===== config.mk =====
export PLATFORM = sky130hd
export DESIGN_NAME = rf68000_irq_dispatch
export DESIGN_NICKNAME = d
export VERILOG_FILES = /design/src/rtl/rf68000_pkg.sv /design/src/rtl/rf68000_irq_qual.sv /design/src/rtl/rf68000_irq_dispatch.sv
export SDC_FILE = /design/constraint.sdc
export NUM_CORES = 1
export LEC_CHECK = 0
export CORE_MARGIN = 8
export CORE_UTILIZATION = 30
export CTS_CLUSTER_DIAMETER = 30
export DETAILED_ROUTE_END_ITERATION = 12
export GPL_TIMING_DRIVEN = 0
export PLACE_DENSITY_LB_ADDON = 0.08
export SLEW_MARGIN = 10
export SYNTH_ARGS = -nofsm -noshare
export SYNTH_HDL_FRONTEND = slang
export SYNTH_SLANG_ARGS = --single-unit

===== constraint.sdc =====
create_clock -name clk_i -period 2.5 [get_ports clk_i]
set_clock_uncertainty 0.15 [all_clocks]
set_input_delay 0.5 -clock clk_i [delete_from_list [all_inputs] [get_ports clk_i]]
set_output_delay 0.5 -clock clk_i [all_outputs]
set_load 0.05 [all_outputs]

===== src/rtl/rf68000_pkg.sv =====
// Shared definitions for the rf68000 interrupt dispatch path.
package rf68000_pkg;

  typedef enum logic [1:0] {
    IDLE = 2'd0,
    PEND = 2'd1,
    ACK  = 2'd2,
    WAIT = 2'd3
  } irq_state_e;

  localparam logic [7:0] SPUR_VEC     = 8'h18;
  localparam logic [7:0] AUTOVEC_BASE = 8'h18;
  localparam logic [7:0] NMI_CAUSE    = 8'h00;

  // Vector for an IACK of level adr against the latched request.
  // An IPL mismatch is spurious. A zero cause selects the autovector.
  function automatic logic [7:0] iack_vec(input logic [2:0] adr,
                                          input logic [2:0] lvl,
                                          input logic [7:0] cause,
                                          input logic [7:0] spur);
    logic [7:0] v;
    if (adr != lvl)           v = spur;
    else if (cause != 8'h00)  v = cause;
    else                      v = AUTOVEC_BASE + {5'd0, lvl};
    return v;
  endfunction

endpackage


===== src/rtl/rf68000_irq_qual.sv =====
// Request qualifier: core match / NMI broadcast, level clamp, and
// the priority test against the level already pending.
module rf68000_irq_qual
  import rf68000_pkg::*;
#(
  parameter logic [5:0] CORE_ID = 6'd0
) (
  input  logic [3:0] irq_i,
  input  logic [7:0] cause_i,
  input  logic [5:0] core_i,
  input  logic       nmi_i,
  input  logic       nmi_taken,
  input  logic       pend,
  input  logic [2:0] cur_lvl,
  output logic       take,
  output logic       take_nmi,
  output logic [2:0] new_lvl,
  output logic [7:0] new_cause
);

  logic nmi_eff;
  logic hit;

  // An NMI that is already being serviced stays masked until it drops.
  // A new request is taken from idle if nonzero, or while pending only
  // if it is strictly higher than the latched level.
  always_comb begin
    nmi_eff   = nmi_i & ~nmi_taken;
    hit       = nmi_eff | (core_i == CORE_ID);
    new_lvl   = nmi_eff ? 3'd7 : (irq_i[3] ? 3'd7 : irq_i[2:0]);
    new_cause = nmi_eff ? NMI_CAUSE : cause_i;
    take      = hit && (new_lvl != 3'd0) && (!pend || (new_lvl > cur_lvl));
    take_nmi  = take & nmi_eff;
  end

endmodule


===== src/rtl/rf68000_irq_dispatch.sv =====
// Per-core interrupt dispatcher: latches the highest qualified request,
// drives the IPL to the core, and answers the IACK bus cycle with a
// vector, retiring the cause with a one-cycle EOI pulse.
module rf68000_irq_dispatch #(
  parameter logic [5:0] CORE_ID  = 6'd0,
  parameter logic [7:0] SPUR_VEC = rf68000_pkg::SPUR_VEC
) (
  input  logic       clk_i,
  input  logic       rst_i,
  input  logic [3:0] irq_i,
  input  logic [7:0] cause_i,
  input  logic [5:0] core_i,
  input  logic       nmi_i,
  input  logic       cyc_i,
  input  logic       stb_i,
  input  logic       iack_i,
  input  logic [2:0] adr_i,
  output logic       ack_o,
  output logic [7:0] vec_o,
  output logic [2:0] ipl_o,
  output logic       eoi_o,
  output logic [7:0] eoi_cause_o
);
  import rf68000_pkg::*;

  irq_state_e state, state_n;
  logic [2:0] lvl, lvl_n;
  logic [7:0] cause, cause_n;
  logic       nmi_taken, nmi_taken_n;
  logic [2:0] ipl_n;
  logic       ack_n, eoi_n;
  logic [7:0] vec_n, eoi_cause_n;

  logic       bus, iack_cyc;
  logic       take, take_nmi;
  logic [2:0] q_lvl;
  logic [7:0] q_cause;

  rf68000_irq_qual #(.CORE_ID(CORE_ID)) u_qual (
    .irq_i     (irq_i),
    .cause_i   (cause_i),
    .core_i    (core_i),
    .nmi_i     (nmi_i),
    .nmi_taken (nmi_taken),
    .pend      (state == PEND),
    .cur_lvl   (lvl),
    .take      (take),
    .take_nmi  (take_nmi),
    .new_lvl   (q_lvl),
    .new_cause (q_cause)
  );

  // Next-state and registered-output logic. Outputs are all registered
  // so that ack/ipl/eoi come out one cycle after the sampled inputs.
  always_comb begin
    bus         = cyc_i & stb_i;
    iack_cyc    = bus & iack_i;
    state_n     = state;
    lvl_n       = lvl;
    cause_n     = cause;
    ipl_n       = ipl_o;
    ack_n       = 1'b0;
    vec_n       = 8'h00;
    eoi_n       = 1'b0;
    eoi_cause_n = 8'h00;
    nmi_taken_n = nmi_taken & nmi_i;   // edge latch re-arms when NMI drops
    case (state)
      IDLE: begin
        if (iack_cyc) begin
          // nothing pending: answer spurious, no EOI
          state_n = ACK;
          ack_n   = 1'b1;
          vec_n   = SPUR_VEC;
        end else if (take) begin
          state_n = PEND;
          lvl_n   = q_lvl;
          cause_n = q_cause;
          ipl_n   = q_lvl;
          if (take_nmi) nmi_taken_n = 1'b1;
        end
      end
      PEND: begin
        if (iack_cyc) begin
          state_n = ACK;
          ack_n   = 1'b1;
          vec_n   = iack_vec(adr_i, lvl, cause, SPUR_VEC);
          ipl_n   = 3'd0;
          if (adr_i == lvl) begin
            eoi_n       = 1'b1;
            eoi_cause_n = cause;
          end
        end else if (take) begin
          lvl_n   = q_lvl;
          cause_n = q_cause;
          ipl_n   = q_lvl;
          if (take_nmi) nmi_taken_n = 1'b1;
        end
      end
      ACK: begin
        if (bus) begin
          ack_n = 1'b1;
          vec_n = vec_o;
        end else begin
          state_n = WAIT;
        end
      end
      WAIT: state_n = IDLE;   // lets the controller's registered irq_i update
      default: state_n = IDLE;
    endcase
  end

  // State and output registers; reset clears everything asynchronously.
  always_ff @(posedge clk_i or posedge rst_i) begin
    if (rst_i) begin
      state       <= IDLE;
      lvl         <= 3'd0;
      cause       <= 8'h00;
      nmi_taken   <= 1'b0;
      ipl_o       <= 3'd0;
      ack_o       <= 1'b0;
      vec_o       <= 8'h00;
      eoi_o       <= 1'b0;
      eoi_cause_o <= 8'h00;
    end else begin
      state       <= state_n;
      lvl         <= lvl_n;
      cause       <= cause_n;
      nmi_taken   <= nmi_taken_n;
      ipl_o       <= ipl_n;
      ack_o       <= ack_n;
      vec_o       <= vec_n;
      eoi_o       <= eoi_n;
      eoi_cause_o <= eoi_cause_n;
    end
  end

endmodule

Word level (Yosys, flattened, before mapping)
Cells that the tools add are included.
{"block": "op_classes", "shift": 0, "mux": 31, "bitwise": 8, "magnitude_cmp": 1, "add_sub_neg": 1, "n_reduce_logical": 13, "n_div": 0, "n_eq_ne": 9, "mul": 0}
{"op": "two-way mux 8 bit", "count": 8}
{"op": "one-hot mux 8 bit (3 select lines)", "count": 1}
{"op": "two-way mux 3 bit", "count": 5}
{"op": "two-way mux 1 bit", "count": 9}
{"op": "two-way mux 2 bit", "count": 4}
{"op": "one-hot mux 2 bit (4 select lines)", "count": 1}
{"op": "nonzero test 8 bit", "count": 1}
{"op": "adder 5 x 3 -> 6 bit (first input constant)", "count": 1}
{"op": "zero test 6 bit", "count": 1}
{"op": "inequality test 2 bit (second input constant)", "count": 3}
{"op": "one-hot mux 3 bit (2 select lines)", "count": 1}
{"op": "AND reduction 3 bit", "count": 2}
{"op": "bitwise AND 1 bit", "count": 5}
{"op": "two-way mux 5 bit", "count": 1}
{"op": "equality test 2 bit (second input constant)", "count": 2}
{"op": "equality test 3 bit", "count": 1}
{"op": "greater-than comparator 3 bit", "count": 1}
{"op": "inequality test 3 bit", "count": 1}
{"op": "inequality test 3 bit (second input constant)", "count": 1}
{"op": "nonzero test 3 bit", "count": 1}
{"op": "equality test 2 x 1 -> 1 bit (second input constant)", "count": 1}
{"op": "logical AND 1 bit", "count": 2}
{"op": "zero test 2 bit", "count": 1}
{"op": "inverter 1 bit", "count": 2}
{"op": "other kinds (7)", "count": 7}
{"block": "totals", "romBits": 0, "latch_bits": 0, "mem_bits_rw": 0, "word_cells": 72, "memories": 0, "out_inout_bits": 21, "reg_bits": 35}

Depth between registers and ports, before layout
{"block": "logic_depth", "ltp_word": 11, "depth_mapped": 10}

Hierarchy
A second synthesis with hierarchy kept.
{"block": "hier_totals", "hier_cells": 160, "area_unflattened_um2": 1762.9}
{"mod": "rf68000_irq_dispatch", "cells_per_inst": 130, "seq_area_each_um2": 875.8, "instances": 1, "area_each_um2": 1547.7}
{"mod": "rf68000_irq_qual", "cells_per_inst": 30, "seq_area_each_um2": 0.0, "instances": 1, "area_each_um2": 215.2}

Worst setup path after synthesis
No wires, ideal clock.
{"block": "synth_path", "path_type": "input-to-reg", "start": "input port nmi_i", "end": "register ipl_o[2]", "arrival_time_ns": 2.154, "setup_slack_ns": 0.069, "cell_stages": 8, "setup_time_ns": 0.128, "path_buffers": 0, "required_time_ns": 2.222, "cell_sequence": "nor2b_1 or3_1 ha_1 nand3_1 o21ai_0 o21ai_1 o2111ai_4 mux2_1"}
{"block": "synth_via", "elab_chain_len": 8, "word_cells_on_any_way": 12, "cone_classes": "order compare: 1; mux: 5; bitwise: 2; reduce/logical: 4"}
{"item": "start: declaration", "line": "rf68000_irq_dispatch.sv:13", "source": "input logic nmi_i,"}
{"item": "bitwise AND 1 bit (*)", "line": "rf68000_irq_qual.sv:28", "source": "nmi_eff = nmi_i & ~nmi_taken;"}
{"item": "two-way mux 3 bit (*)", "line": "rf68000_irq_qual.sv:30", "source": "new_lvl = nmi_eff ? 3'd7 : (irq_i[3] ? 3'd7 : irq_i[2:0]);"}
{"item": "named net q_lvl[2]", "line": "rf68000_irq_dispatch.sv:36", "source": "logic [2:0] q_lvl;"}
{"item": "greater-than comparator 3 bit or nonzero test 3 bit (tied branches)", "line": "rf68000_irq_qual.sv:32", "source": "take = hit && (new_lvl != 3'd0) && (!pend || (new_lvl > cur_lvl));"}
{"item": "logical OR 1 bit or logical AND 1 bit (tied branches)", "line": "rf68000_irq_qual.sv:32"}
{"item": "logical AND 1 bit", "line": "rf68000_irq_qual.sv:32"}
{"item": "two-way mux 3 bit (*)", "line": "rf68000_irq_dispatch.sv:74, rf68000_irq_dispatch.sv:92"}
{"item": "two-way mux 3 bit, on equally long branches", "line": "rf68000_irq_dispatch.sv:83, rf68000_irq_dispatch.sv:69"}
{"item": "one-hot mux 3 bit (2 select lines) (*)", "line": "rf68000_irq_dispatch.sv:67", "source": "case (state)"}
{"item": "end signal: assignment", "line": "rf68000_irq_dispatch.sv:129", "source": "ipl_o <= ipl_n;"}
{"item": "end: declaration", "line": "rf68000_irq_dispatch.sv:20", "source": "output logic [2:0] ipl_o,"}
The timed path passes the listed nets; every way through them passes the cells marked *. The select of a mux whose other input is x is not followed.
A chain may end at the register's enable or synchronous reset.

Worst setup path in the final report
{"block": "layout_path", "start": "input port irq_i[0]", "end": "register cause[0]"}
{"block": "layout_via", "elab_chain_len": 6, "word_cells_on_any_way": 8, "cone_classes": "order compare: 1; mux: 2; reduce/logical: 5"}
{"item": "start: declaration", "line": "rf68000_irq_dispatch.sv:10", "source": "input logic [3:0] irq_i,"}
{"item": "two-way mux 3 bit (*) (2 in a row)", "line": "rf68000_irq_qual.sv:30"}
{"item": "greater-than comparator 3 bit or nonzero test 3 bit (tied branches)", "line": "rf68000_irq_qual.sv:32"}
{"item": "logical OR 1 bit or logical AND 1 bit (tied branches)", "line": "rf68000_irq_qual.sv:32"}
{"item": "logical AND 1 bit (*)", "line": "rf68000_irq_qual.sv:32"}
{"item": "AND reduction 3 bit (no line) (*)"}
{"item": "end signal: assignment", "line": "rf68000_irq_dispatch.sv:127", "source": "cause <= cause_n;"}
{"item": "end: declaration", "line": "rf68000_irq_dispatch.sv:28", "source": "logic [7:0] cause, cause_n;"}
Every way passes the cells marked *; elsewhere a longest branch is shown, timed or not.

==> summary.md <==
| Metric | Value |
|---|---|
| Via count | between 1,000 and 1,500 |
| ANT nets after route | 0 |
| Core area | 5473 sq um |
| Grt ovf | 0 |
| Synth Area in XOR/XNOR | 1.558% |
| DRT Wirelength | 4159 microns |
| Fin. max-slew vios | 0 |
| Post-Synth Adder-Cell Area | 5.193% |
| CP max-delay cell | clkdlybuf4s50_1 |
| P&R area growth vs syn | 47.92% |
| Leakage | 1.211 nW |
| Die width | 90.98 microns |
| CP peak stage delay | ~0.46 ns |
| Status | finished clean |
| Synthesis warning total | 0 |
| Post-DR vias/cell | 4.642 |
| Buffers on Ports | 47 |
| Gr usage total | roughly 11% |
| DIE HEIGHT | between 90 and 100 microns |
| Root Driver | clkbuf_8 |
| Final HPWL DP | approximately 3200 microns |
| Detailed Routing Iterations Pass 1 | 4 |
| Die area | around 8300 sq um |
| Seq/Total Area, Yosys | 51.93% |
| Nets | between 200 and 250 |
| VDD IR max | 358.3 uV |
| Number of synthesized flops with an enable pin | 0 |
| Syn Inst Count | 154 |
| Ant. Diodes | 0 |
| I/O Pins | 48 |
| Final setup viols | 0 |
| RePlAce Congestion | about 0.76 |
| Hold crit path type | flip-flop to flip-flop |
| Pwr Density | approximately 950 nW/um^2 |
| Cell total after placement | 273 |
| Fin crit period | ~2.4 ns |
| Power Internal | between 1 and 1.5 mW |
| Post-synthesis simple-gate area fraction | 13.06% |
| Max frequency | 0.4170 GHz |
| Clock sinks | 35 |
| Synth Net Count | between 150 and 200 |
| Compound-gate portion of the synthesized area | 12.69% |
| Worst-path fanout max | 5 |
| FILL cells | 540 |
| Post-synthesis mux area share | 10.46% |
| Post-synthesis async set-or-reset flop share | 100.0% |
| CP Data Required Time | approximately 2.5 ns |
| Cell Chain, Critical Path | clkdlybuf4s50_1 -> nor3_4 -> ha_1 -> nand3_1 -> o21ai_1 -> o21ai_2 -> o2111ai_4 -> buf_8 -> mux2i_2 |
| Row count | 27 |
| Max Cap Viol | 0 |
| Initial core utilization | a little under a third |
| First-pass GRT wire length | about 7200 microns |
| Primary FF master, synth | dfrtp_1 |
| Max clock buf depth | 2 |
| WP data arrival | 2.42 ns |
| Yosys top cell by area | dfrtp_1 |
| Sequential Power Share | 34.5% |
| Ranking of synthesized cells by area | dfrtp_1 52%, mux2i_1 7.1%, ha_1 5.2%, inv_1 4.0%, nand2_1 3.6% |
| Layout cells sized above 1 | 15.96% |
| Comb power frac | 44.1% |
| Synth cell types | 31 |
| Avg Inst Size Synth | 10.95 sq um |
| Worst slew pin tran | 0.7163 ns |
| Sw Share | 37.81% |
| Post-CTS Hold Buffers | 0 |
| Wire length per cell | 14.59 microns |
| CTS tree | done |
| Post-route DRC | 0 |
| Setup CP Type | primary input to flip-flop |
| Final std cells w/o fill | approximately 290 |
| Period utilisation layout | 95.91% |
| H-tree depth | 2 |
| Largest net degree at the start of global routing | 36 |
| Fin Hold WS | 0.3273 ns |
| CTS Buf Count | 5 |
| Clock power share | a little over a fifth |
| Switching power total | 894.0 uW |
| Synth top area share | 51.93% |
| Final core utilization | 45.59% |
| Initial antenna violation count | 0 |
| #FFs+latches synth | 35 |
| Largest family of logic cells by synthesized area | simple AND/OR/NAND/NOR gates |
| Final Hold Viols | 0 |
| Max-slew headroom | 52.18% |
| Crit end category | flip-flop |
| Synth Cell Area | 1687 sq um |
| Starting DRC count in detailed routing | 46 |
| Startpoint Class | primary input |
| Worst-Skew Late Latency | a little under 0.3 ns |
| CTS clk-pin slew, worst paths | 0.07 ns |
| Vias in the first global route | 1,469 |
## critical path, delay by kind of cell
kind | cells | cell delay [ns]
and+or+nand+nor | 2 | 0.31
adders and majority gates | 1 | 0.26
muxes | 1 | 0.14
buffers and inverters | 2 | 0.69
AOI/OAI and AO/OA | 3 | 0.52
## cell usage in the layout, fill, tap and decap left out, drive strengths merged, types with 2 or more instances in the layout
master         count
a21boi             2
a21o               2
a21oi              5
and2               8
buf                5
clkbuf             7
clkdlybuf4s50     39
clkinv             2
dfrtp             35
dlygate4sd2        4
dlymetal6s2s       3
ha                 7
inv               18
mux2               5
mux2i             12
nand2             16
nand3              4
nand4              3
nor2               2
nor3               3
nor4               3
o21ai             12
o221a              2
xor2               3
## sequential cells by signal, summed over array words and instances, names as in the netlist
register,flops
eoi_cause_o,8
lvl,3
ack_o,1
vec_o,8
eoi_o,1
nmi_taken,1
cause,8
state,2
ipl_o,3
## power by group through the flow
| stage | Sequential, mW | Clock [mW] | Combinational, mW |
|---|---|---|---|
| global placement | 0.820 | 0 | 0.869 |
| CTS | 0.816 | 0.518 | 1.03 |
| finish | 0.816 | 0.507 | 1.04 |
| global route | 0.835 | 0.538 | 1.16 |
| floorplan | 0.909 | 0 | 0.537 |
| detailed placement | 0.824 | 0 | 0.900 |
## Yosys cell counts (2+ instances only)
cell / instances
dfrtp_1: 35
inv_1: 18
nand2_1: 16
mux2i_1: 12
o21ai_0: 10
and2_1: 8
ha_1: 7
a21oi_1: 5
nand3_1: 4
mux2_2: 3
nand4_1: 3
nor3_1: 3
nor4_1: 3
xor2_1: 3
a21boi_1: 2
a21o_1: 2
clkbuf_1: 2
mux2_1: 2
nor2_1: 2
o21ai_1: 2
o221a_2: 2
## through the flow
stage                       TNS, ns  worst slack [ns]  instance area, sq um  power, mW
after floorplan                   0           0.06858                  1687      1.446
after global placement       -9.035           -0.6131                  2247      1.689
after detailed placement     -10.39           -0.6815                  2247      1.724
after CTS                         0           0.02323                  2464      2.367
after global routing      -0.006151         -0.006151                  2495      2.530
final                             0            0.1021                  2495      2.365
## area by class of cell
| cell class | instances | area, sq um | area share [%] |
|---|---|---|---|
| Buffer | 3 | 23.77 | 0.9529 |
| Clock buffer | 5 | 68.82 | 2.758 |
| Clock inverter | 3 | 43.79 | 1.755 |
| Inverter | 18 | 67.56 | 2.708 |
| Multi-Input combinational cell | 98 | 798.3 | 32.00 |
| Sequential cell | 35 | 875.8 | 35.11 |
| Tap cell | 72 | 90.09 | 3.611 |
| Timing Repair Buffer | 51 | 526.8 | 21.11 |
## timing repair
item / CTS / global route
setup buffers: 3 / 0
resized for setup: 19 / 10
cloned: 1 / 0
pin swaps: 6 / 6
setup endpoints to repair: 16 / 23
## final timing paths
check | startpoint | end | slack (ns) | depth (start not counted)
min in group asynchronous | rst_i | eoi_o | 0.51 | 2
hold / removal | vec_o[2] | vec_o[2] | 0.33 | 2
max in group asynchronous | rst_i | ack_o | 1.23 | 2
setup / recovery | irq_i[0] | cause[0] | 0.10 | 9
setup reg to reg | nmi_taken | cause[0] | 0.24 | 9
hold reg to reg | vec_o[2] | vec_o[2] | 0.33 | 2
## layer usage
metal | vias up | global-route usage, % | wire [microns]
met3 | 5 | 4.033 | 283
met4 | 0 | 3.138 | 52
met1 | 627 | 13.15 | 1932
met5 | - | 0 | 0
met2 | 42 | 17.05 | 1891
li1 | 649 | - | -
## cells by family (layout without fill, tap and decap cells)
kind of cell,Yosys count,after routing
and+or+nand+nor,43,43
DFF,35,35
AOI/OAI and AO/OA,28,28
buffers and inverters,21,80
muxes,17,17
adders and majority gates,7,7
xor gates and xnor gates,3,3
Note: power is estimated with default switching activity, not from simulation.
==> RTL change (config.mk and constraints unchanged) <==
Make the reset (`rst_i`) synchronous in one clocked block. Comments in the files are not updated.
--- a/src/rtl/rf68000_irq_dispatch.sv
+++ b/src/rtl/rf68000_irq_dispatch.sv
@@ -111,5 +111,5 @@
 
   // State and output registers; reset clears everything asynchronously.
-  always_ff @(posedge clk_i or posedge rst_i) begin
+  always_ff @(posedge clk_i) begin
     if (rst_i) begin
       state       <= IDLE;
Formal check against the unedited RTL: differs if rst_i is asserted again (counterexample within 4 cycles, from zero or initial values and one cycle with rst_i high); with rst_i held inactive, the same outputs for 10 cycles.
==> RTL change against the unedited design <==
Cell area down 7.3%; sequential cell count unchanged; final cell count rose by 4.2%; non-clock buffer count decreased by 2; worst setup slack gained 0.011 ns; area after synthesis decreased by 5.9%; wire length up 3.3%; maximum frequency rose by 0.45%; total power down 18%; critical endpoint is now cause[6]; largest cell class is now multi-input gates; highest routed layer unchanged.
==> RTL change: results (changes against the unedited design) <==
Timing
  – Slew at the pin closest to its max-slew limit: 0.556 ns (-0.160 ns)
  – FMAX: 419 MHz (+0.45%)

Critical path
  – Worst R2R End: cause[6]
  – RR Startpoint: nmi_taken
  – CP Launch Point: nmi_i
  – Slowest stage delay, CP: 0.31 ns (-0.15 ns)

Routing
  – Metal3 WL: 225 um (-20%)
  – Vias: 1433 (+8.3%)

CTS
  – Post-CTS Resized: 5 (-14)

Global routing
  – Met1 Usage GRT: 0.131 (-0.000472)
  – Met2 Use GR: 0.179 (+0.00808)
  – First-pass GRT wire length: 6530 um (-9.6%)
  – Pin count of the biggest net entering global routing: 14 (-61%)

Status
  – Status: complete, no violations

Synth
  – Top_reg_cell synth: dfxtp_1
  – Top post-synthesis cells by count: dfxtp_1, nand2_1, mux2i_1
  – Syn nets: 203 (+8.0%)
  – Avg Cell Area, Syn: 9.40 sq um (-14%)
  – Synth unique cells: 36 (+16%)
  – Synth top area cells: dfxtp_1, nand2_1, mux2i_1, ha_1, o21ai_0
  – Synth top area share: 0.441 (-0.0780)

Power and ir drop
  – Peak supply drop: 532 uV (+49%)
  – Leakage Power: 0.000911 uW (-25%)

Finish
  – Nets@finish: 260 (+5.7%)

Place
  – Post-DP HPWL: 3460 um (+7.2%)

Hold path
  – Worst hold endpoint: vec_o[2]
-- RTL change: area by class of cell --
cell class	count	area, sq um	area share
Sequential cell	35	701	0.303
Multi-Input combinational cell	124	866	0.374
Inverter	8	30.0	0.0130
Clock inverter	3	47.5	0.0206
Timing Repair Buffer	50	505	0.218
Tap cell	70	87.6	0.0379
Buffer	2	7.51	0.00324
Clock buffer	5	68.8	0.0297
-- RTL change: worst register-to-register path, stage by stage (launching register included) --
cell and delay [ns]:
dfxtp_1 0.38, nor2b_4 0.07, or3_1 0.31, ha_1 0.29, nor2b_1 0.13, o21a_2 0.26, o211ai_4 0.21, buf_12 0.16
mux2i_1 0.18
-- RTL change: where the power goes --
group	total, uW	internal [uW]	leakage (uW)	switching, uW
Combinational	714	319	0.000568	395
Sequential	699	632	0.000285	66.9
Clock	519	302	0.0000587	217
